`src/rtl/seq_divider_pkg.sv`:
```
// Shared constants and state encoding for the sequential signed divider.
package div_pkg;
  localparam int DIVIDEND_W = 16;
  localparam int DIVISOR_W  = 8;
  localparam int STEPS      = 16;

  typedef enum logic [1:0] {
    IDLE = 2'd0,
    WORK = 2'd1,
    FIX  = 2'd2,
    DONE = 2'd3
  } state_t;
endpackage

```
`src/rtl/seq_divider_if.sv`:
```
// Operand/result bundle between a controller and seq_divider.
interface seq_divider_if;
  import div_pkg::*;

  // Start is a level request sampled only in IDLE; Done rises with valid
  // results and stays high until Start is dropped, then clears on that edge.
  logic                  Start;
  logic [DIVIDEND_W-1:0] Dividend;
  logic [DIVISOR_W-1:0]  Divisor;
  logic [DIVISOR_W-1:0]  Quotient;
  logic [DIVISOR_W-1:0]  Remainder;
  logic                  Overflow;
  logic                  DivZero;
  logic                  Done;
  state_t                dbg_state;

  modport master (
    output Start, Dividend, Divisor,
    input  Quotient, Remainder, Overflow, DivZero, Done, dbg_state
  );

  modport slave (
    input  Start, Dividend, Divisor,
    output Quotient, Remainder, Overflow, DivZero, Done, dbg_state
  );
endinterface

```
`src/rtl/seq_divider_step.sv`:
```
// One restoring-division step: shift in a dividend bit, trial-subtract the divisor.
module div_step
  import div_pkg::*;
(
  input  logic [DIVISOR_W:0]   pr,
  input  logic                 in_bit,
  input  logic [DIVISOR_W-1:0] dvs,
  output logic [DIVISOR_W:0]   pr_next,
  output logic                 q_bit
);
  logic [DIVISOR_W:0]   shifted;
  logic [DIVISOR_W+1:0] diff;

  // The partial remainder stays below |Divisor| <= 128, so 8 bits plus the new bit fit.
  assign shifted = {pr[DIVISOR_W-1:0], in_bit};
  assign diff    = {1'b0, shifted} - {2'b00, dvs};

  always_comb begin
    q_bit   = ~diff[DIVISOR_W+1];
    pr_next = q_bit ? diff[DIVISOR_W:0] : shifted;
  end
endmodule

```
`src/rtl/seq_divider.sv`:
```
// Sequential signed restoring divider, 16-bit by 8-bit, Start/Done level handshake.
module seq_divider
  import div_pkg::*;
(
  input  logic          Clock,
  input  logic          Reset,
  seq_divider_if.slave  bus
);
  state_t                state;
  logic [3:0]            cnt;
  logic [DIVIDEND_W-1:0] dvd_mag;
  logic [DIVISOR_W-1:0]  dvs_mag;
  logic                  sign_q;
  logic                  sign_r;
  logic [DIVISOR_W:0]    pr;
  logic [DIVIDEND_W-1:0] q16;
  logic [DIVISOR_W-1:0]  quotient;
  logic [DIVISOR_W-1:0]  remainder;
  logic                  overflow;
  logic                  div_zero;
  logic                  done;

  logic [DIVISOR_W:0]    pr_next;
  logic                  q_bit;
  logic [DIVIDEND_W-1:0] dvd_abs;
  logic [DIVISOR_W-1:0]  dvs_abs;

  assign dvd_abs = bus.Dividend[DIVIDEND_W-1] ? DIVIDEND_W'(~bus.Dividend + 16'd1) : bus.Dividend;
  assign dvs_abs = bus.Divisor[DIVISOR_W-1]   ? DIVISOR_W'(~bus.Divisor + 8'd1)    : bus.Divisor;

  div_step u_step (
    .pr      (pr),
    .in_bit  (dvd_mag[DIVIDEND_W-1]),
    .dvs     (dvs_mag),
    .pr_next (pr_next),
    .q_bit   (q_bit)
  );

  always_ff @(posedge Clock or posedge Reset) begin
    if (Reset) begin
      state     <= IDLE;
      cnt       <= '0;
      dvd_mag   <= '0;
      dvs_mag   <= '0;
      sign_q    <= 1'b0;
      sign_r    <= 1'b0;
      pr        <= '0;
      q16       <= '0;
      quotient  <= '0;
      remainder <= '0;
      overflow  <= 1'b0;
      div_zero  <= 1'b0;
      done      <= 1'b0;
    end else begin
      case (state)
        IDLE: begin
          if (bus.Start) begin
            if (bus.Divisor == '0) begin
              quotient  <= '0;
              remainder <= bus.Dividend[DIVISOR_W-1:0];
              overflow  <= 1'b0;
              div_zero  <= 1'b1;
              done      <= 1'b1;
              state     <= DONE;
            end else begin
              dvd_mag   <= dvd_abs;
              dvs_mag   <= dvs_abs;
              sign_q    <= bus.Dividend[DIVIDEND_W-1] ^ bus.Divisor[DIVISOR_W-1];
              sign_r    <= bus.Dividend[DIVIDEND_W-1];
              pr        <= '0;
              q16       <= '0;
              cnt       <= '0;
              quotient  <= '0;
              remainder <= '0;
              overflow  <= 1'b0;
              div_zero  <= 1'b0;
              done      <= 1'b0;
              state     <= WORK;
            end
          end
        end
        WORK: begin
          pr      <= pr_next;
          q16     <= {q16[DIVIDEND_W-2:0], q_bit};
          dvd_mag <= {dvd_mag[DIVIDEND_W-2:0], 1'b0};
          cnt     <= cnt + 4'd1;
          if (cnt == 4'(STEPS - 1)) state <= FIX;
        end
        FIX: begin
          // On overflow the low 8 bits of the signed quotient are still reported.
          quotient  <= sign_q ? DIVISOR_W'(~q16[DIVISOR_W-1:0] + 8'd1) : q16[DIVISOR_W-1:0];
          remainder <= sign_r ? DIVISOR_W'(~pr[DIVISOR_W-1:0] + 8'd1)  : pr[DIVISOR_W-1:0];
          overflow  <= (!sign_q && q16 > 16'd127) || (sign_q && q16 > 16'd128);
          done      <= 1'b1;
          state     <= DONE;
        end
        DONE: begin
          if (!bus.Start) begin
            done  <= 1'b0;
            state <= IDLE;
          end
        end
        default: state <= IDLE;
      endcase
    end
  end

  assign bus.Quotient  = quotient;
  assign bus.Remainder = remainder;
  assign bus.Overflow  = overflow;
  assign bus.DivZero   = div_zero;
  assign bus.Done      = done;
  assign bus.dbg_state = state;
endmodule

```
`src/flat_wrapper.sv`:
```
// flat-port wrapper written by rule: the top's interface ports become plain ports
module seq_divider_flat import div_pkg::*;
  (Clock, Reset, bus_Start, bus_Dividend, bus_Divisor, bus_Quotient, bus_Remainder, bus_Overflow, bus_DivZero, bus_Done, bus_dbg_state);
  seq_divider_if bus_i ();
  input  logic Clock;
  input  logic Reset;
  input wire logic [$bits(bus_i.Start)-1:0] bus_Start;
  input wire logic [$bits(bus_i.Dividend)-1:0] bus_Dividend;
  input wire logic [$bits(bus_i.Divisor)-1:0] bus_Divisor;
  output wire logic [$bits(bus_i.Quotient)-1:0] bus_Quotient;
  output wire logic [$bits(bus_i.Remainder)-1:0] bus_Remainder;
  output wire logic [$bits(bus_i.Overflow)-1:0] bus_Overflow;
  output wire logic [$bits(bus_i.DivZero)-1:0] bus_DivZero;
  output wire logic [$bits(bus_i.Done)-1:0] bus_Done;
  output wire logic [$bits(bus_i.dbg_state)-1:0] bus_dbg_state;
  assign bus_i.Start = bus_Start;
  assign bus_i.Dividend = bus_Dividend;
  assign bus_i.Divisor = bus_Divisor;
  assign bus_Quotient = bus_i.Quotient;
  assign bus_Remainder = bus_i.Remainder;
  assign bus_Overflow = bus_i.Overflow;
  assign bus_DivZero = bus_i.DivZero;
  assign bus_Done = bus_i.Done;
  assign bus_dbg_state = bus_i.dbg_state;
  seq_divider u_core (.Clock(Clock), .Reset(Reset), .bus(bus_i));
endmodule
```
`config.mk`:
```
export PLATFORM = sky130hd
export DESIGN_NAME = seq_divider_flat
export DESIGN_NICKNAME = d
export VERILOG_FILES = /design/src/rtl/seq_divider_pkg.sv /design/src/rtl/seq_divider_if.sv /design/src/rtl/seq_divider_step.sv /design/src/rtl/seq_divider.sv /design/src/flat_wrapper.sv
export SDC_FILE = /design/constraint.sdc
export NUM_CORES = 1
export LEC_CHECK = 0
export CORE_UTILIZATION = 40
export DETAILED_ROUTE_END_ITERATION = 10
export SYNTH_ARGS = -nofsm -noshare
export SYNTH_HDL_FRONTEND = slang
export SYNTH_SLANG_ARGS = --single-unit
```
`constraint.sdc`:
```
create_clock -name Clock -period 2.4 [get_ports Clock]
set_input_delay 0.48 -clock Clock [delete_from_list [all_inputs] [get_ports Clock]]
set_output_delay 0.48 -clock Clock [all_outputs]
set_load 0.02 [all_outputs]
```
==> summary.txt, run 1 <==
Status
  – Status: finished clean

Setup path
  – Kind of critical path: flip-flop to flip-flop
  – Worst Path Buf+Inv: 2
  – Worst stage delay on the critical path: 0.45 ns
  – Critical Path AT: 2.39 ns
  – CP startpoint: u_core.dvd_mag[15]
  – Largest fanout on the critical path: 2
  – FF-to-FF path depth: 9
  – CP Launch Type: flip-flop
  – Setup crit end: u_core.pr[6]
  – R2r startpoint: u_core.dvd_mag[15]
  – Worst path top cell family by delay: compound AO/OA/AOI/OAI gates
  – Crit end category: flip-flop
  – Req. time, crit path: about 2.6 ns
  – Top cell by count, worst path: inv_1
  – Reg-to-reg setup timing slack: ~0.25 ns
  – Critical Path Stages: 9
  – Cell Chain, Critical Path: inv_1 -> ha_1 -> inv_1 -> fa_1 -> a211oi_1 -> o21bai_1 -> a21oi_1 -> xor2_1 -> o31ai_1
  – Worst r2r dst: u_core.pr[6]
  – Worst path slowest cell: fa_1

Timing
  – Final Hold Viols: 0
  – Final Critical Period: 2.15 ns
  – RSZ-0062 raised after global routing: false
  – Max Freq: 466 MHz
  – Final setup viols: 0
  – Tcrit/Tclk final: between 80% and 90%
  – Final Max Slew Viols: 0
  – Relative slew slack: a little over three fifths
  – Clk_skew: 0.00745 ns
  – Worst-Margin Slew: about 0.56 ns
  – Setup TNS: 0 ns

Clock tree
  – Number of setup buffers added after CTS: 0
  – TritonCTS clock tree: yes
  – CTS buffer count: 9
  – Htree depth: 3
  – CTS resizes: 0
  – CTS Hold Bufs: 0
  – # clock sinks: 75
  – Root Buffer: clkbuf_8
  – Clk Latency, worst-skew pair: ~0.34 ns
  – Clk slew on worst S/H paths: about 0.080 ns
  – Longest Clk Path Bufs: 2

Power and ir drop
  – Flop pwr share: around a third
  – PD cells: around 1200 nW/um2
  – Psw: 2.89 mW
  – Int Pwr: 3.77 mW
  – Share of power burned in combinational logic: roughly 56%
  – Worst VDD drop: around 0.52 mV
  – Overall Power: ~6.7 mW
  – Switching portion of total power: 43.4%
  – Clock Power Share: around 12%
  – Leakage: 2.30 nW

Placement
  – Placed cells: a little under 700
  – I/O Buffers: between 40 and 50
  – RePlAce Congestion: approximately 0.76
  – Hpwl dp: about 7400 um
  – Placed Area: approximately 5200 um2

Final layout
  – P&R area growth vs syn: 20.6%
  – Fraction of layout cells with a size suffix above 1: between 10% and 20%
  – Ant. Diodes: 0
  – Non-Filler Instances: between 600 and 700
  – # fillers: about 1.1k
  – Non-Filler Cell Area, Final: roughly 5400 um2
  – # nets final: about 600

Detailed routing
  – DRC Markers: 0
  – Via count: approximately 3.6k
  – Wirelength, routed: ~10000 um
  – Wire per inst: roughly 14 um
  – DR iter-0 viols: 130
  – ANT nets after route: 0
  – TritonRoute pass-1 iters: 4
  – DR vias/cell: 5.17

Floorplanning
  – Boundary Pins: 48
  – Die area: 11500 um2
  – Die H: 107 um
  – Rows: 38
  – Core ar.: roughly 11000 um2
  – Initial Utilization: a little over 40%
  – Die W: about 110 um

Yosys
  – Syn Nets: 530
  – Syn Area/Cell: just over 9 um2
  – Cell variety after synth: between 60 and 70
  – Fraction of registers with async set/reset: 100%
  – Post-Synthesis Cells: 485
  – Sequential fraction of the synthesis area: a little over two fifths
  – EDFF count, synth: 0
  – Flops & latches, synth: 75
  – Mapped Area: 4440 um2
  – YS warnings: 0
  – Ys flop type: dfrtp_1

Global routing
  – Pin count of the biggest net entering global routing: between 70 and 80
  – First-pass GRT wire length: between 15000 and 20000 um
  – GRT overflow: 0
  – Gr usage total: 18.6%
  – Initial antenna violation count: 0
  – Vias in the first global route: between 3k and 4k

Min path
  – Class of the worst hold path: flip-flop to flip-flop

Run
  – Max-Cap Viols: 0
==> layout by cell type (no fill, tap or decap), types with 4 or more instances in the layout <==
| master | synthesis | final |
|---|---|---|
| nand2_1 | 80 | 80 |
| buf_4 | 3 | 30 |
| nand2b_1 | 8 | 8 |
| o31ai_1 | 7 | 7 |
| buf_12 | 1 | 4 |
| o211ai_1 | 5 | 5 |
| a211oi_1 | 5 | 5 |
| nand3_1 | 4 | 4 |
| a22oi_1 | 13 | 13 |
| ha_1 | 17 | 17 |
| nor3_1 | 6 | 6 |
| a21oi_1 | 22 | 22 |
| or3_1 | 4 | 4 |
| nand4_1 | 5 | 5 |
| inv_1 | 23 | 22 |
| xnor2_1 | 10 | 10 |
| o21ai_0 | 58 | 58 |
| mux2i_1 | 6 | 5 |
| xor2_1 | 23 | 23 |
| clkbuf_8 | 2 | 9 |
| clkdlybuf4s50_1 | 0 | 47 |
| nor2_1 | 27 | 26 |
| dfrtp_1 | 75 | 75 |
| nor4_1 | 4 | 4 |
| o21ai_1 | 7 | 7 |
==> how the worst min path moves through the flow <==
stage                     cells after the start                       to                    start  slack, ns
after global routing                          1      u_core.bus.Overflow      u_core.bus.Overflow       0.52
final                                         2  u_core.bus.Remainder[7]  u_core.bus.Remainder[7]       0.48
after detailed placement                      2  u_core.bus.Remainder[7]  u_core.bus.Remainder[7]       0.47
after floorplan                               2        u_core.dvd_mag[3]        u_core.dvd_mag[3]       0.45
after CTS                                     2  u_core.bus.Remainder[7]  u_core.bus.Remainder[7]       0.49
after global placement                        2   u_core.bus.Quotient[4]   u_core.bus.Quotient[4]       0.46
==> area by class of cell <==
class / instances / area [um2] / share of cell area, %
sequential: 75 / 1880 / 35.0
clock buffer: 11 / 131 / 2.45
clock inverter: 3 / 17.5 / 0.327
timing repair buffer: 81 / 776 / 14.5
multi-input combinational: 361 / 2290 / 42.8
inverter: 23 / 86.3 / 1.61
tap: 140 / 175 / 3.27
==> Yosys cell counts (3+ instances only) <==
cell type / instances / area (um2)
nand2_1: 80 / 300
dfrtp_1: 75 / 1880
o21ai_0: 58 / 290
nor2_1: 27 / 101
inv_1: 23 / 86.3
xor2_1: 23 / 201
a21oi_1: 22 / 110
ha_1: 17 / 213
a22oi_1: 13 / 97.6
clkbuf_1: 12 / 45.0
xnor2_1: 10 / 87.6
nand2b_1: 8 / 50.1
o21ai_1: 7 / 35.0
o31ai_1: 7 / 52.6
mux2i_1: 6 / 60.1
nor3_1: 6 / 30.0
a211oi_1: 5 / 37.5
buf_6: 5 / 56.3
nand4_1: 5 / 31.3
o211ai_1: 5 / 37.5
nand3_1: 4 / 20.0
nor4_1: 4 / 25.0
or3_1: 4 / 25.0
a21boi_0: 3 / 22.5
a22o_1: 3 / 26.3
buf_4: 3 / 22.5
mux2_2: 3 / 33.8
nor2b_1: 3 / 18.8
nor3b_1: 3 / 22.5
==> kinds of logic (layout without fill, tap and decap cells) <==
group / count (synthesis) / in the layout / synth area share, %
and+or+nand+nor: 156 / 156 / 16.9
AOI/OAI and AO/OA: 145 / 145 / 20.6
DFF: 75 / 75 / 42.3
buffers and inverters: 49 / 118 / 6.34
xor gates and xnor gates: 33 / 33 / 6.51
adders and majority gates: 18 / 18 / 5.24
muxes: 9 / 9 / 2.11
==> sequential cells by signal, indices dropped and copies added, names as in the netlist <==
name,flops
u_core.dvd_mag,16
u_core.q16,16
u_core.sign_r,1
u_core.bus.Overflow,1
u_core.pr,8
u_core.bus.Quotient,8
u_core.bus.Remainder,8
u_core.sign_q,1
u_core.bus.dbg_state,2
u_core.bus.Done,1
u_core.bus.DivZero,1
u_core.cnt,4
u_core.dvs_mag,8
==> worst min-delay path, delay by kind of cell (launching register included) <==
family / cells / cell delay, ns
flops: 1 / 0.34
compound gates: 1 / 0.06
simple gates: 1 / 0.05
==> per-stage QoR <==
step | utilization [%] | hold WS (ns) | setup slack, ns
floorplan | - | 0.448 | 0.0100
detailed placement | 48.0 | 0.472 | -0.0461
global route | 49.4 | 0.519 | 0.0961
finish | 49.4 | 0.481 | 0.252
CTS | 49.4 | 0.488 | 0.254
global placement | 48.0 | 0.464 | 0.0246
==> layer usage <==
layer  vias to the layer above  GRT usage, %  wire [um]
met4                         0          4.70         94
met5                         -             0          0
met3                         9          3.27        241
met1                      1711          24.5       4860
li1                       1827             -          -
met2                        44          31.7       4750
==> power groups by stage <==
stage | registers (mW) | clock network, mW | logic [mW]
3_3_place_gp | 2.15 | 0 | 3.66
6_report | 2.14 | 0.805 | 3.71
2_1_floorplan | 2.24 | 0 | 2.49
5_1_grt | 2.21 | 0.887 | 4.13
4_1_cts | 2.14 | 0.827 | 3.74
3_5_place_dp | 2.16 | 0 | 3.73
Power figures use the tool's default switching activity.
==> inputs of run 2 (changes only) <==
RECOVER_POWER = 25   (was not set)
==> summary.txt, run 2 (synthesized netlist as in run 1, its figures left out) <==
Detailed routing
  – DR iter-0 viols: 130
  – TritonRoute pass-1 iters: 4
  – ANT nets after route: 0
  – Via count: about 3.6k
  – Wirelength, routed: 9930 um
  – DR vias/cell: a little over 5
  – Wire per inst: between 10 and 15 um
  – DRC Markers: 0

Timing
  – Worst-Margin Slew: 1.03 ns
  – Final Max Slew Viols: 0
  – Final Critical Period: ~2.1 ns
  – RSZ-0062 raised after global routing: false
  – Tcrit/Tclk final: 89.5%
  – Clk_skew: approximately 0.0075 ns
  – Relative slew slack: between 30% and 40%
  – Max Freq: roughly 470 MHz
  – Final setup viols: 0
  – Final Hold Viols: 0

Clock tree
  – TritonCTS clock tree: yes
  – CTS resizes: 0
  – Number of setup buffers added after CTS: 0
  – # clock sinks: 75
  – CTS buffer count: 9
  – Root Buffer: clkbuf_8
  – Htree depth: 3
  – Clk slew on worst S/H paths: 0.08 ns
  – CTS Hold Bufs: 0
  – Longest Clk Path Bufs: 2
  – Clk Latency, worst-skew pair: 0.34 ns

Setup path
  – FF-to-FF path depth: 9
  – Req. time, crit path: between 2 and 3 ns
  – CP Launch Type: flip-flop
  – Cell Chain, Critical Path: inv_1 -> ha_1 -> inv_1 -> fa_1 -> a211oi_1 -> o21bai_1 -> a21oi_1 -> xor2_1 -> o31ai_1
  – Top cell by count, worst path: inv_1
  – Kind of critical path: flip-flop to flip-flop
  – Reg-to-reg setup timing slack: roughly 0.25 ns
  – Worst path slowest cell: fa_1
  – Crit end category: flip-flop
  – Largest fanout on the critical path: 2
  – Worst stage delay on the critical path: ~0.45 ns
  – Critical Path AT: 2.39 ns

Final layout
  – Top flop regs: u_core.dvd_mag: 16 flops, u_core.q16: 16 flops
  – # fillers: 1060
  – Most frequent cells in the layout: 80 x nand2_1, 75 x dfrtp_1, 58 x o21ai_0, 46 x clkdlybuf4s50_1, 30 x buf_4
  – P&R area growth vs syn: 20.3%
  – Storage element area: between 1500 and 2000 um2
  – # nets final: roughly 600
  – Non-Filler Cell Area, Final: between 5000 and 6000 um2
  – Area of the multi-input gates: around 2300 um2
  – Fraction of layout cells with a size suffix above 1: 11.7%
  – Most common cell after layout, fill and taps aside: nand2_1
  – Ant. Diodes: 0

Placement
  – Hpwl dp: between 7000 and 8000 um
  – Placed Area: around 5200 um2
  – I/O Buffers: between 40 and 50
  – RePlAce Congestion: about 0.76

Global routing
  – Gr usage total: 18.6%
  – Vias in the first global route: ~3.5k
  – Pin count of the biggest net entering global routing: 76
  – Initial antenna violation count: 0
  – GRT overflow: 0
  – First-pass GRT wire length: 16800 um

Floorplanning
  – Initial Utilization: 41.0%
  – Die H: 107 um
  – Rows: 38
  – Die area: around 12000 um2
  – Die W: 107 um
  – Core ar.: 10800 um2
  – Boundary Pins: between 40 and 50

Status
  – Status: finished clean

Min path
  – Hold Path Cell Cnt: 2
  – Class of the worst hold path: flip-flop to flip-flop

Power and ir drop
  – Overall Power: ~6.7 mW
  – Leakage: approximately 2.3 nW
  – PD cells: 1240 nW/um2
  – Worst VDD drop: 0.519 mV

Run
  – Max-Cap Viols: 0
run 2: final timing paths:
check | start | end
max in group asynchronous | Reset | u_core.sign_q
max | u_core.dvd_mag[15] | u_core.pr[6]
min | u_core.bus.Remainder[7] | u_core.bus.Remainder[7]
min in group asynchronous | Reset | u_core.dvd_mag[1]
min reg2reg | u_core.bus.Remainder[7] | u_core.bus.Remainder[7]
max reg2reg | u_core.dvd_mag[15] | u_core.pr[6]
run 2: critical path, delay by kind of cell (launching register included):
kind | cells | cell delay [ns]
buffers and inverters | 2 | 0.14
xor gates and xnor gates | 1 | 0.09
adders and majority gates | 2 | 0.62
DFF | 1 | 0.38
AOI/OAI and AO/OA | 4 | 0.83
run 2: power breakdown:
group	internal, mW	switching, mW
combinational	1.66	2.05
clock	0.361	0.444
sequential	1.75	0.393
total	3.76	2.89
run 2: per-stage QoR:
step | TNS, ns | setup WS (ns) | hold slack, ns | util [%] | instances
2_1_floorplan | 0 | 0.0100 | 0.448 | - | 485
3_3_place_gp | 0 | 0.0246 | 0.464 | 48.0 | 680
3_5_place_dp | -0.164 | -0.0461 | 0.472 | 48.0 | 680
4_1_cts | 0 | 0.254 | 0.488 | 49.4 | 694
5_1_grt | 0 | 0.0961 | 0.519 | 49.3 | 694
6_report | 0 | 0.252 | 0.480 | 49.3 | 694
run 2: area by class of cell:
| class | instances | share of cell area (%) |
|---|---|---|
| Timing Repair Buffer | 81 | 14.3 |
| Clock inverter | 3 | 0.328 |
| Clock buffer | 11 | 2.46 |
| Inverter | 23 | 1.62 |
| Sequential cell | 75 | 35.1 |
| Multi-Input combinational cell | 361 | 42.9 |
| Tap cell | 140 | 3.28 |
run 2: per-layer routing:
layer  global-route usage (%)  vias to the layer above  share of wire [%]
li1                         -                     1829                  -
met1                     24.5                     1713                 49
met2                     31.7                       44                 48
met3                     3.27                        9                2.4
met4                     4.70                        0               0.95
met5                        0                        -                  0
==> inputs of run 3 (changes only) <==
CORE_MARGIN = 2   (was not set)
SLEW_MARGIN = 5   (was not set)
clock period = 2.8 ns   (was 2.4 ns; I/O delays follow)
==> summary.txt, run 3 (synthesized netlist as in run 1, its figures left out) <==
Status
  – Status: complete, but fails checks
  – Failing checks: max-capacitance violations, max-slew violations

Floorplanning
  – Die H: ~110 um
  – Initial Utilization: 41.0%
  – Die W: around 110 um
  – Die area: about 12000 um2
  – Core ar.: 10800 um2
  – Rows: 38
  – Boundary Pins: 48

Placement
  – I/O Buffers: between 40 and 50
  – Pre-CTS setup slack: slightly below 0.2 ns
  – Hpwl dp: 7020 um
  – RePlAce Congestion: 0.810
  – Placed cells: 660

Clock tree
  – Number of setup buffers added after CTS: 0
  – Longest Clk Path Bufs: 2
  – Root Buffer: clkbuf_8
  – CTS resizes: 0
  – TritonCTS clock tree: yes
  – Clk slew on worst S/H paths: 0.08 ns
  – Clk Latency, worst-skew pair: 0.35 ns
  – CTS buffer count: 9
  – # clock sinks: between 70 and 80
  – Htree depth: 3
  – CTS Hold Bufs: 0

Detailed routing
  – ANT nets after route: 0
  – DRC Markers: 0
  – DR iter-0 viols: 190
  – DR vias/cell: 5.24
  – Via count: about 3.5k
  – Wirelength, routed: 9700 um
  – TritonRoute pass-1 iters: 5
  – Wire per inst: 14.4 um

Setup path
  – Crit end category: async pin
  – R2r startpoint: u_core.dvd_mag[15]
  – Reg-to-reg setup timing slack: 0.55 ns
  – Largest fanout on the critical path: 75
  – Kind of critical path: input pin to async pin
  – FF-to-FF path depth: 9
  – Req. time, crit path: between 2 and 3 ns
  – Worst r2r dst: u_core.pr[6]
  – CP startpoint: Reset
  – Setup crit end: u_core.dvd_mag[10]
  – CP Launch Type: input pin
  – Critical Path AT: 2.41 ns

Global routing
  – Gr usage total: 18.0%
  – GRT overflow: 0
  – Pin count of the biggest net entering global routing: between 70 and 80
  – Initial antenna violation count: 0
  – Vias in the first global route: roughly 3.4k
  – First-pass GRT wire length: 16600 um

Run
  – Max-Cap Viols: 1

Final layout
  – # nets final: 576
  – Ant. Diodes: 0
  – Most common cell after layout, fill and taps aside: nand2_1
  – Top flop regs: u_core.dvd_mag: 16 flops, u_core.q16: 16 flops
  – Non-Filler Instances: 675
  – P&R area growth vs syn: 17.1%
  – Fraction of layout cells with a size suffix above 1: around 9%
  – # fillers: approximately 1.0k
  – Most frequent cells in the layout: 80 x nand2_1, 75 x dfrtp_1, 58 x o21ai_0, 46 x clkdlybuf4s50_1, 26 x nor2_1

Timing
  – Setup TNS: 0 ns
  – Final Hold Viols: 0
  – Final Max Slew Viols: 76
  – Relative slew slack: -11.3%
  – Tcrit/Tclk final: 80.5%
  – WHS: about 0.48 ns
  – Final setup margin: between 0.5 and 0.6 ns
  – Max Freq: about 440 MHz
  – RSZ-0062 raised after global routing: false
  – Final setup viols: 0
  – Worst-Margin Slew: roughly 1.7 ns
  – Clk_skew: roughly 0.0052 ns
  – Final Critical Period: roughly 2.3 ns

Power and ir drop
  – PD cells: 1080 nW/um2
  – Leakage: around 2.2 nW
  – Worst VDD drop: 0.451 mV
  – Overall Power: 5.63 mW

Min path
  – Class of the worst hold path: flip-flop to flip-flop
[run 3: cell count changes in the layout (fill, tap and decap cells not counted)]
cell,delta
clkbuf_1,-2
buf_2,+1
buf_12,-2
clkbuf_4,-1
buf_4,-18
bufinv_16,+1
clkinv_2,+2
[run 3: layer usage]
| metal | track usage (%) | part of all wire, % | vias up |
|---|---|---|---|
| li1 | - | - | 1791 |
| met3 | 3.79 | 3.7 | 12 |
| met4 | 5.70 | 1.6 | 0 |
| met1 | 24.1 | 47 | 1662 |
| met5 | 0 | 0 | - |
| met2 | 29.1 | 48 | 69 |
[run 3: cell type report]
class / instances / area [um2] / share of cell area (%)
multi-input combinational: 361 / 2290 / 44.1
clock buffer: 9 / 124 / 2.38
inverter: 23 / 86.3 / 1.66
timing repair buffer: 61 / 586 / 11.3
sequential: 75 / 1880 / 36.1
tap: 140 / 175 / 3.37
clock inverter: 6 / 57.6 / 1.11
[run 3: worst min path at each step]
stage,end,depth (start not counted),slack (ns),from
after global routing,u_core.bus.Quotient[6],2,0.51,u_core.bus.Quotient[6]
final,u_core.bus.Quotient[6],2,0.48,u_core.bus.Quotient[6]
after global placement,u_core.dvd_mag[1],2,0.46,u_core.dvd_mag[1]
after detailed placement,u_core.bus.Quotient[6],2,0.47,u_core.bus.Quotient[6]
after CTS,u_core.bus.Quotient[6],2,0.49,u_core.bus.Quotient[6]
after floorplan,u_core.dvd_mag[3],2,0.45,u_core.dvd_mag[3]
[run 3: report_power, final]
part / internal (mW) / switching [mW] / leakage, nW
Clock: 0.400 / 0.407 / 0.0946
Combinational: 1.27 / 1.69 / 1.15
Sequential: 1.50 / 0.367 / 0.966
Total: 3.16 / 2.46 / 2.21
[run 3: per-stage QoR]
stage	instance area, um2	utilization [%]
floorplan	4440	-
global placement	5030	46.4
detailed placement	5030	46.4
CTS	5220	48.1
global route	5200	48.0
finish	5200	48.0
[run 3: critical path: stages]
cell	delay (ns)
dlygate4sd3_1	0.54
clkinv_1	0.05
buf_2	1.19
